File: config.mk
export PLATFORM = sky130hd
export DESIGN_NAME = mole_spawner
export DESIGN_NICKNAME = d
export VERILOG_FILES = /design/src/rtl/mole_pkg.sv /design/src/rtl/mole_lfsr.sv /design/src/rtl/mole_spawner.sv
export SDC_FILE = /design/constraint.sdc
export NUM_CORES = 1
export LEC_CHECK = 0
export CORE_ASPECT_RATIO = 1.1
export CORE_MARGIN = 2
export CORE_UTILIZATION = 48
export DETAILED_ROUTE_END_ITERATION = 8
export PLACE_DENSITY = 0.77
export SYNTH_ARGS = -nofsm -noshare
export SYNTH_HDL_FRONTEND = slang
export SYNTH_SLANG_ARGS = --single-unit
export TNS_END_PERCENT = 5
File: constraint.sdc
create_clock -name clk -period 3.3 [get_ports clk]
set_input_delay 0.825 -clock clk [delete_from_list [all_inputs] [get_ports clk]]
set_output_delay 0.825 -clock clk [all_outputs]
set_load 0.1 [all_outputs]
File: src/rtl/mole_pkg.sv
// Shared types and constants for the mole spawner: mole count, FSM state
// encoding and the per-level window table in half-second units.
package mole_pkg;

    localparam int NUM_MOLES = 18;
    localparam int IDX_W     = 5;

    typedef enum logic [1:0] {
        ST_IDLE    = 2'd0,
        ST_ARMED   = 2'd1,
        ST_RUNNING = 2'd2,
        ST_EXPIRED = 2'd3
    } mole_state_e;

    // Window length per difficulty level, in half-seconds (level 0 is slowest).
    localparam int unsigned HALF_SEC_MULT [4] = '{4, 3, 2, 1};

    function automatic int unsigned window_cycles(input logic [1:0] level,
                                                  input int unsigned clk_freq_hz);
        return (HALF_SEC_MULT[level] * clk_freq_hz) / 2;
    endfunction

    function automatic logic [NUM_MOLES-1:0] mole_onehot(input logic [IDX_W-1:0] idx);
        logic [NUM_MOLES-1:0] v;
        v = '0;
        for (int i = 0; i < NUM_MOLES; i++) begin
            v[i] = (idx == IDX_W'(i));
        end
        return v;
    endfunction

endpackage

File: src/rtl/mole_lfsr.sv
// 16-bit Fibonacci LFSR, taps 16,14,13,11 (maximal length); a non-zero seed
// keeps it out of the all-zero lock-up state forever.
module mole_lfsr #(
    parameter logic [15:0] SEED = 16'hACE1
) (
    input  logic        clk,
    input  logic        rst_n,
    input  logic        enable,
    output logic [15:0] state
);

    always_ff @(posedge clk) begin
        if (!rst_n) begin
            state <= SEED;
        end else if (enable) begin
            state <= {state[14:0], state[15] ^ state[13] ^ state[12] ^ state[10]};
        end
    end

endmodule

File: src/rtl/mole_spawner.sv
// Picks a pseudo-random mole, lights its LED and times the hit window.
// Optional macro MOLE_NO_REPEAT_EN: never spawn the same mole twice in a row.
module mole_spawner
    import mole_pkg::*;
#(
    parameter int unsigned CLK_FREQ_HZ = 50_000_000,
    parameter logic [15:0] LFSR_SEED   = 16'hACE1
) (
    input  logic                 clk,
    input  logic                 rst_n,
    input  logic                 ready_for_mole,
    input  logic                 timeout_start,
    input  logic [1:0]           level_number,
    output logic [NUM_MOLES-1:0] led_number,
    output logic                 timeout,
    output mole_state_e          state
);

    localparam int CNT_W = $clog2(2 * CLK_FREQ_HZ);

    localparam logic [CNT_W-1:0] WIN_M1 [4] = '{
        CNT_W'(window_cycles(2'd0, CLK_FREQ_HZ) - 1),
        CNT_W'(window_cycles(2'd1, CLK_FREQ_HZ) - 1),
        CNT_W'(window_cycles(2'd2, CLK_FREQ_HZ) - 1),
        CNT_W'(window_cycles(2'd3, CLK_FREQ_HZ) - 1)
    };

    logic [CNT_W-1:0] count;
    logic [15:0]      lfsr;
    logic [IDX_W-1:0] raw_idx;
    logic [IDX_W-1:0] cand_idx;
    logic [IDX_W-1:0] pick_idx;
    logic             unused_lfsr_hi;

    mole_lfsr #(
        .SEED (LFSR_SEED)
    ) u_lfsr (
        .clk    (clk),
        .rst_n  (rst_n),
        .enable (1'b1),
        .state  (lfsr)
    );

    assign unused_lfsr_hi = ^lfsr[15:IDX_W];

    // Fold 18..31 back onto 0..13 so every value maps to a real mole.
    always_comb begin
        raw_idx  = lfsr[IDX_W-1:0];
        cand_idx = (raw_idx >= IDX_W'(NUM_MOLES)) ? raw_idx - IDX_W'(NUM_MOLES) : raw_idx;
    end

`ifdef MOLE_NO_REPEAT_EN
    logic [IDX_W-1:0] prev_idx;

    always_comb begin
        pick_idx = cand_idx;
        if (cand_idx == prev_idx) begin
            pick_idx = (cand_idx == IDX_W'(NUM_MOLES - 1)) ? '0 : cand_idx + 1'b1;
        end
    end

    always_ff @(posedge clk) begin
        if (!rst_n) begin
            prev_idx <= '0;
        end else if (ready_for_mole) begin
            prev_idx <= pick_idx;
        end
    end
`else
    assign pick_idx = cand_idx;
`endif

    // ready_for_mole is a one-cycle request that wins over any countdown or
    // expiry in the same cycle; timeout_start is a level that clocks the window.
    always_ff @(posedge clk) begin
        if (!rst_n) begin
            state      <= ST_IDLE;
            led_number <= '0;
            timeout    <= 1'b0;
            count      <= '0;
        end else if (ready_for_mole) begin
            state      <= ST_ARMED;
            led_number <= mole_onehot(pick_idx);
            timeout    <= 1'b1;
            count      <= WIN_M1[level_number];
        end else begin
            case (state)
                ST_ARMED, ST_RUNNING: begin
                    if (timeout_start) begin
                        if (count != '0) begin
                            count <= count - 1'b1;
                            state <= ST_RUNNING;
                        end else begin
                            state      <= ST_EXPIRED;
                            led_number <= '0;
                            timeout    <= 1'b0;
                        end
                    end else if (state == ST_RUNNING) begin
                        state      <= ST_IDLE;
                        led_number <= '0;
                        timeout    <= 1'b0;
                    end
                end
                default: begin
                end
            endcase
        end
    end

endmodule

==> reports/results.tsv <==
stage	metric	value	unit
status	status	complete, no violations	
timing	Final Setup Violations	0	
power_and_ir_drop	Peak supply drop	0.000368	V
power_and_ir_drop	Final Power	1.93	mW
critical_path	FF-to-FF End	led_number[17]$_SDFFE_PN0P_	
flow_run	MaxCap Viol Count	0	
detailed_routing	DRT Pass-1 Iters	4	
timing	hold slack final	0.416	ns
clocking	Clock transition at path regs	0.07	ns
clocking	clk_lat worst skew	0.34	ns
place	DP Worst Slack	0.525	ns
timing	setup TNS	0	ns
yosys	count leader, synth	dfxtp_1	
power_and_ir_drop	Comb pwr share	12.9	%
timing	post-layout min period	2.62	ns
detailed_routing	wire length per cell	14.1	µm
detailed_routing	Detailed Route Iter0 Violations	132	
yosys	largest family of logic cells by synthesized area	compound AO/OA/AOI/OAI gates	
global_route	first-pass GRT wire length	10.1	mm
clocking	root buffer cell	clkbuf_8	
timing	worst rel slew slack	50.1	%
critical_path	R2R depth	5	
layout	# nets final	342	
layout	FF+latch area	0.00128	mm²
timing	actual slew at the worst max-slew pin	0.748	ns
power_and_ir_drop	Lkg Pwr	1.29	nW
timing	slack of the critical path	0.682	ns
critical_path	critical path class	flip-flop to flip-flop	
critical_path	worst-path fanout max	18	
yosys	Mapped Nets	311	
critical_path	Critical Path Start	count[2]$_SDFFE_PN0P_	
yosys	top cells by area, synth	dfxtp_1, xor2_1, o2bb2ai_1	
global_route	antenna violations before repair	0	
critical_path	Reg2Reg Setup Slack	0.68	ns
yosys	Synth Area in XOR/XNOR	7.12	%
place	placed cell count	396	
yosys	sequential share of the synthesized area	45.3	%
power_and_ir_drop	clock share of power	42.8	%
clocking	CTS tree	yes	
layout	P&R area growth vs syn	18.7	%
detailed_routing	drt drc	0	
yosys	main flop type after synthesis	dfxtp_1	
clocking	CTS buffer count	9	
clocking	CTS sink cnt	64	
critical_path	Startpoint Class	flip-flop	
power_and_ir_drop	Internal	1.42	mW
yosys	Post-synth top cells	dfxtp_1, xor2_1, a21oi_1, o21ai_0, o2bb2ai_1	
yosys	Post-Synth Simple-Gate Area	19.0	%
place	Detail Placement HPWL	3.98	mm
yosys	mux cell area share after synthesis	0.354	%
layout	FILL cells	534	
detailed_routing	DR vias	2317	
yosys	cell accounting for the most synthesized area	dfxtp_1	
timing	fmax	382	MHz
floorplanning	Die Span Y	84.5	µm
timing	Hold Fails Final Rpt	0	
detailed_routing	ANT nets after route	0	
power_and_ir_drop	P_sw	0.505	mW
layout	Non-Filler Instances	412	
yosys	library cells used by synthesis	48	
yosys	ys async rst share	0	%
floorplanning	Initial Utilization	49.3	%
place	I/O Buffers	26	
place	RD Place Congestion	0.818	
timing	RSZ-0062 raised after global routing	no	
yosys	Synth Area in Adders	2.65	%
clocking	Post-CTS Setup Repair Bufs	0	
floorplanning	die width	77.2	µm
critical_path	Critical Path Sink Type	flip-flop	
global_route	vias in the first global route	2168	
timing	Final Skew	0.00825	ns
power_and_ir_drop	Seq pwr share	44.3	%
clocking	post-CTS sizing	0	
layout	multi-input logic area	0.00142	mm²
global_route	GRT Util Overall	19.2	%
critical_path	reg2reg start	count[2]$_SDFFE_PN0P_	
clocking	CTS max path bufs	2	
power_and_ir_drop	Net Sw Frac	26.2	%
critical_path	worst setup path end	led_number[17]$_SDFFE_PN0P_	
critical_path	worst path required time	3.54	ns
global_route	GRT Residual Overflow	0	
yosys	EDFF count, synth	0	
global_route	pin count of the biggest net entering global routing	27	
yosys	mapped cell area	0.00283	mm²
yosys	area share of the largest cell type after synthesis	45.3	%
floorplanning	Cell Rows	29	
yosys	synthesized area per cell	9.46	µm²
min_path	Hold Crit Class	flip-flop to flip-flop	
floorplanning	DIE AREA	0.00652	mm²
timing	Slew Limit Fails	0	
critical_path	Critical Path AT	2.86	ns
detailed_routing	vias per cell	5.62	
layout	Antenna diodes	0	
power_and_ir_drop	Power Density	574	mW/mm²
clocking	Hold-fix buffers, CTS	0	
yosys	Mapped Cells	299	
floorplanning	io pins	27	
detailed_routing	final wirelength	5.81	mm
layout	layout cells sized above 1	15.5	%
timing	fin crit share	79.3	%
yosys	#FFs+latches synth	64	
yosys	Synthesis Warnings	0	
floorplanning	CORE AREA	0.00573	mm²
clocking	CTS H-tree lvls	3	
yosys	Compound-Gate Fraction of Synth Area	21.0	%
## routing by layer
layer / wire [µm] / global-route usage, % / vias to the layer above
met5: 0 / 0 / -
met4: 62 / 5.68 / 0
met3: 312 / 6.56 / 6
met2: 2730 / 30.6 / 63
met1: 2710 / 24.8 / 1100
li1: - / - / 1148
## through the flow
stage / area [µm²] / util (%)
final: 3360 / 58.6
after global placement: 3110 / 54.3
after floorplan: 2830 / -
after detailed placement: 3110 / 54.3
after CTS: 3360 / 58.6
after global routing: 3360 / 58.6
## worst min path at each step
stage | start | endpoint | slack [ns] | depth (start not counted)
floorplan | u_lfsr.state[9]$_SDFF_PN0_ | u_lfsr.state[10]$_SDFF_PN1_ | 0.39 | 1
global placement | u_lfsr.state[14]$_SDFF_PN0_ | u_lfsr.state[15]$_SDFF_PN1_ | 0.39 | 1
detailed placement | u_lfsr.state[9]$_SDFF_PN0_ | u_lfsr.state[10]$_SDFF_PN1_ | 0.40 | 1
CTS | u_lfsr.state[9]$_SDFF_PN0_ | u_lfsr.state[10]$_SDFF_PN1_ | 0.42 | 1
global route | u_lfsr.state[6]$_SDFF_PN1_ | u_lfsr.state[7]$_SDFF_PN1_ | 0.44 | 1
finish | u_lfsr.state[9]$_SDFF_PN0_ | u_lfsr.state[10]$_SDFF_PN1_ | 0.42 | 1
## sequential cells by signal (all words and copies together) (netlist names)
register / cells
count: 27
u_lfsr.state: 16
timeout: 1
state: 2
led_number: 18
## kinds of logic (layout without fill, tap and decap cells)
| logic type | count (synthesis) | in the layout |
|---|---|---|
| AOI/OAI and AO/OA | 84 | 84 |
| xor gates and xnor gates | 23 | 23 |
| adders and majority gates | 6 | 6 |
| buffers and inverters | 28 | 64 |
| DFF | 64 | 64 |
| muxes | 1 | 1 |
| and+or+nand+nor | 93 | 93 |
## critical path: stages, from the launching register on
cell and delay (ns):
dfxtp_1 0.35, or4_1 0.69, or4_4 0.71, o31ai_4 0.25, a21oi_2 0.24, a22o_1 0.28
## final cells by class
cell class	count	area share [%]
clock inverters	5	3.09
inverters	15	1.68
clock buffers	11	4.21
multi-input cells	207	42.2
well taps	77	2.87
repair buffers	33	7.75
flip-flops and latches	64	38.2
## cells in the final DEF (no fill, tap or decap), types with 2 or more instances in the layout
| master | netlist | layout |
|---|---|---|
| a21boi_0 | 3 | 3 |
| a21oi_1 | 18 | 18 |
| a22o_1 | 2 | 2 |
| a31oi_1 | 6 | 6 |
| a41oi_1 | 2 | 2 |
| and2_1 | 10 | 10 |
| buf_4 | 0 | 28 |
| bufinv_16 | 0 | 3 |
| clkbuf_8 | 0 | 10 |
| clkdlybuf4s50_1 | 0 | 5 |
| dfxtp_1 | 64 | 64 |
| ha_1 | 6 | 6 |
| inv_1 | 14 | 14 |
| nand2_1 | 12 | 12 |
| nand2b_1 | 12 | 12 |
| nand3_1 | 9 | 9 |
| nand4_1 | 2 | 2 |
| nor2_1 | 10 | 10 |
| nor2b_1 | 4 | 4 |
| nor3_1 | 4 | 4 |
| nor4_1 | 9 | 9 |
| nor4_2 | 2 | 2 |
| o2111ai_1 | 4 | 4 |
| o211ai_1 | 2 | 2 |
| o21a_1 | 4 | 4 |
| o21ai_0 | 18 | 18 |
| o2bb2ai_1 | 16 | 16 |
| or2_2 | 2 | 2 |
| or3_1 | 11 | 11 |
| xnor2_1 | 4 | 4 |
| xor2_1 | 19 | 19 |
## power groups by stage
stage | combinational (mW) | sequential [mW] | clock [mW]
CTS | 0.249 | 0.854 | 0.842
floorplan | 0.145 | 0.912 | 0
detailed placement | 0.247 | 0.870 | 0
finish | 0.248 | 0.854 | 0.825
global route | 0.274 | 0.860 | 0.876
global placement | 0.241 | 0.870 | 0
Power figures use the tool's default switching activity.
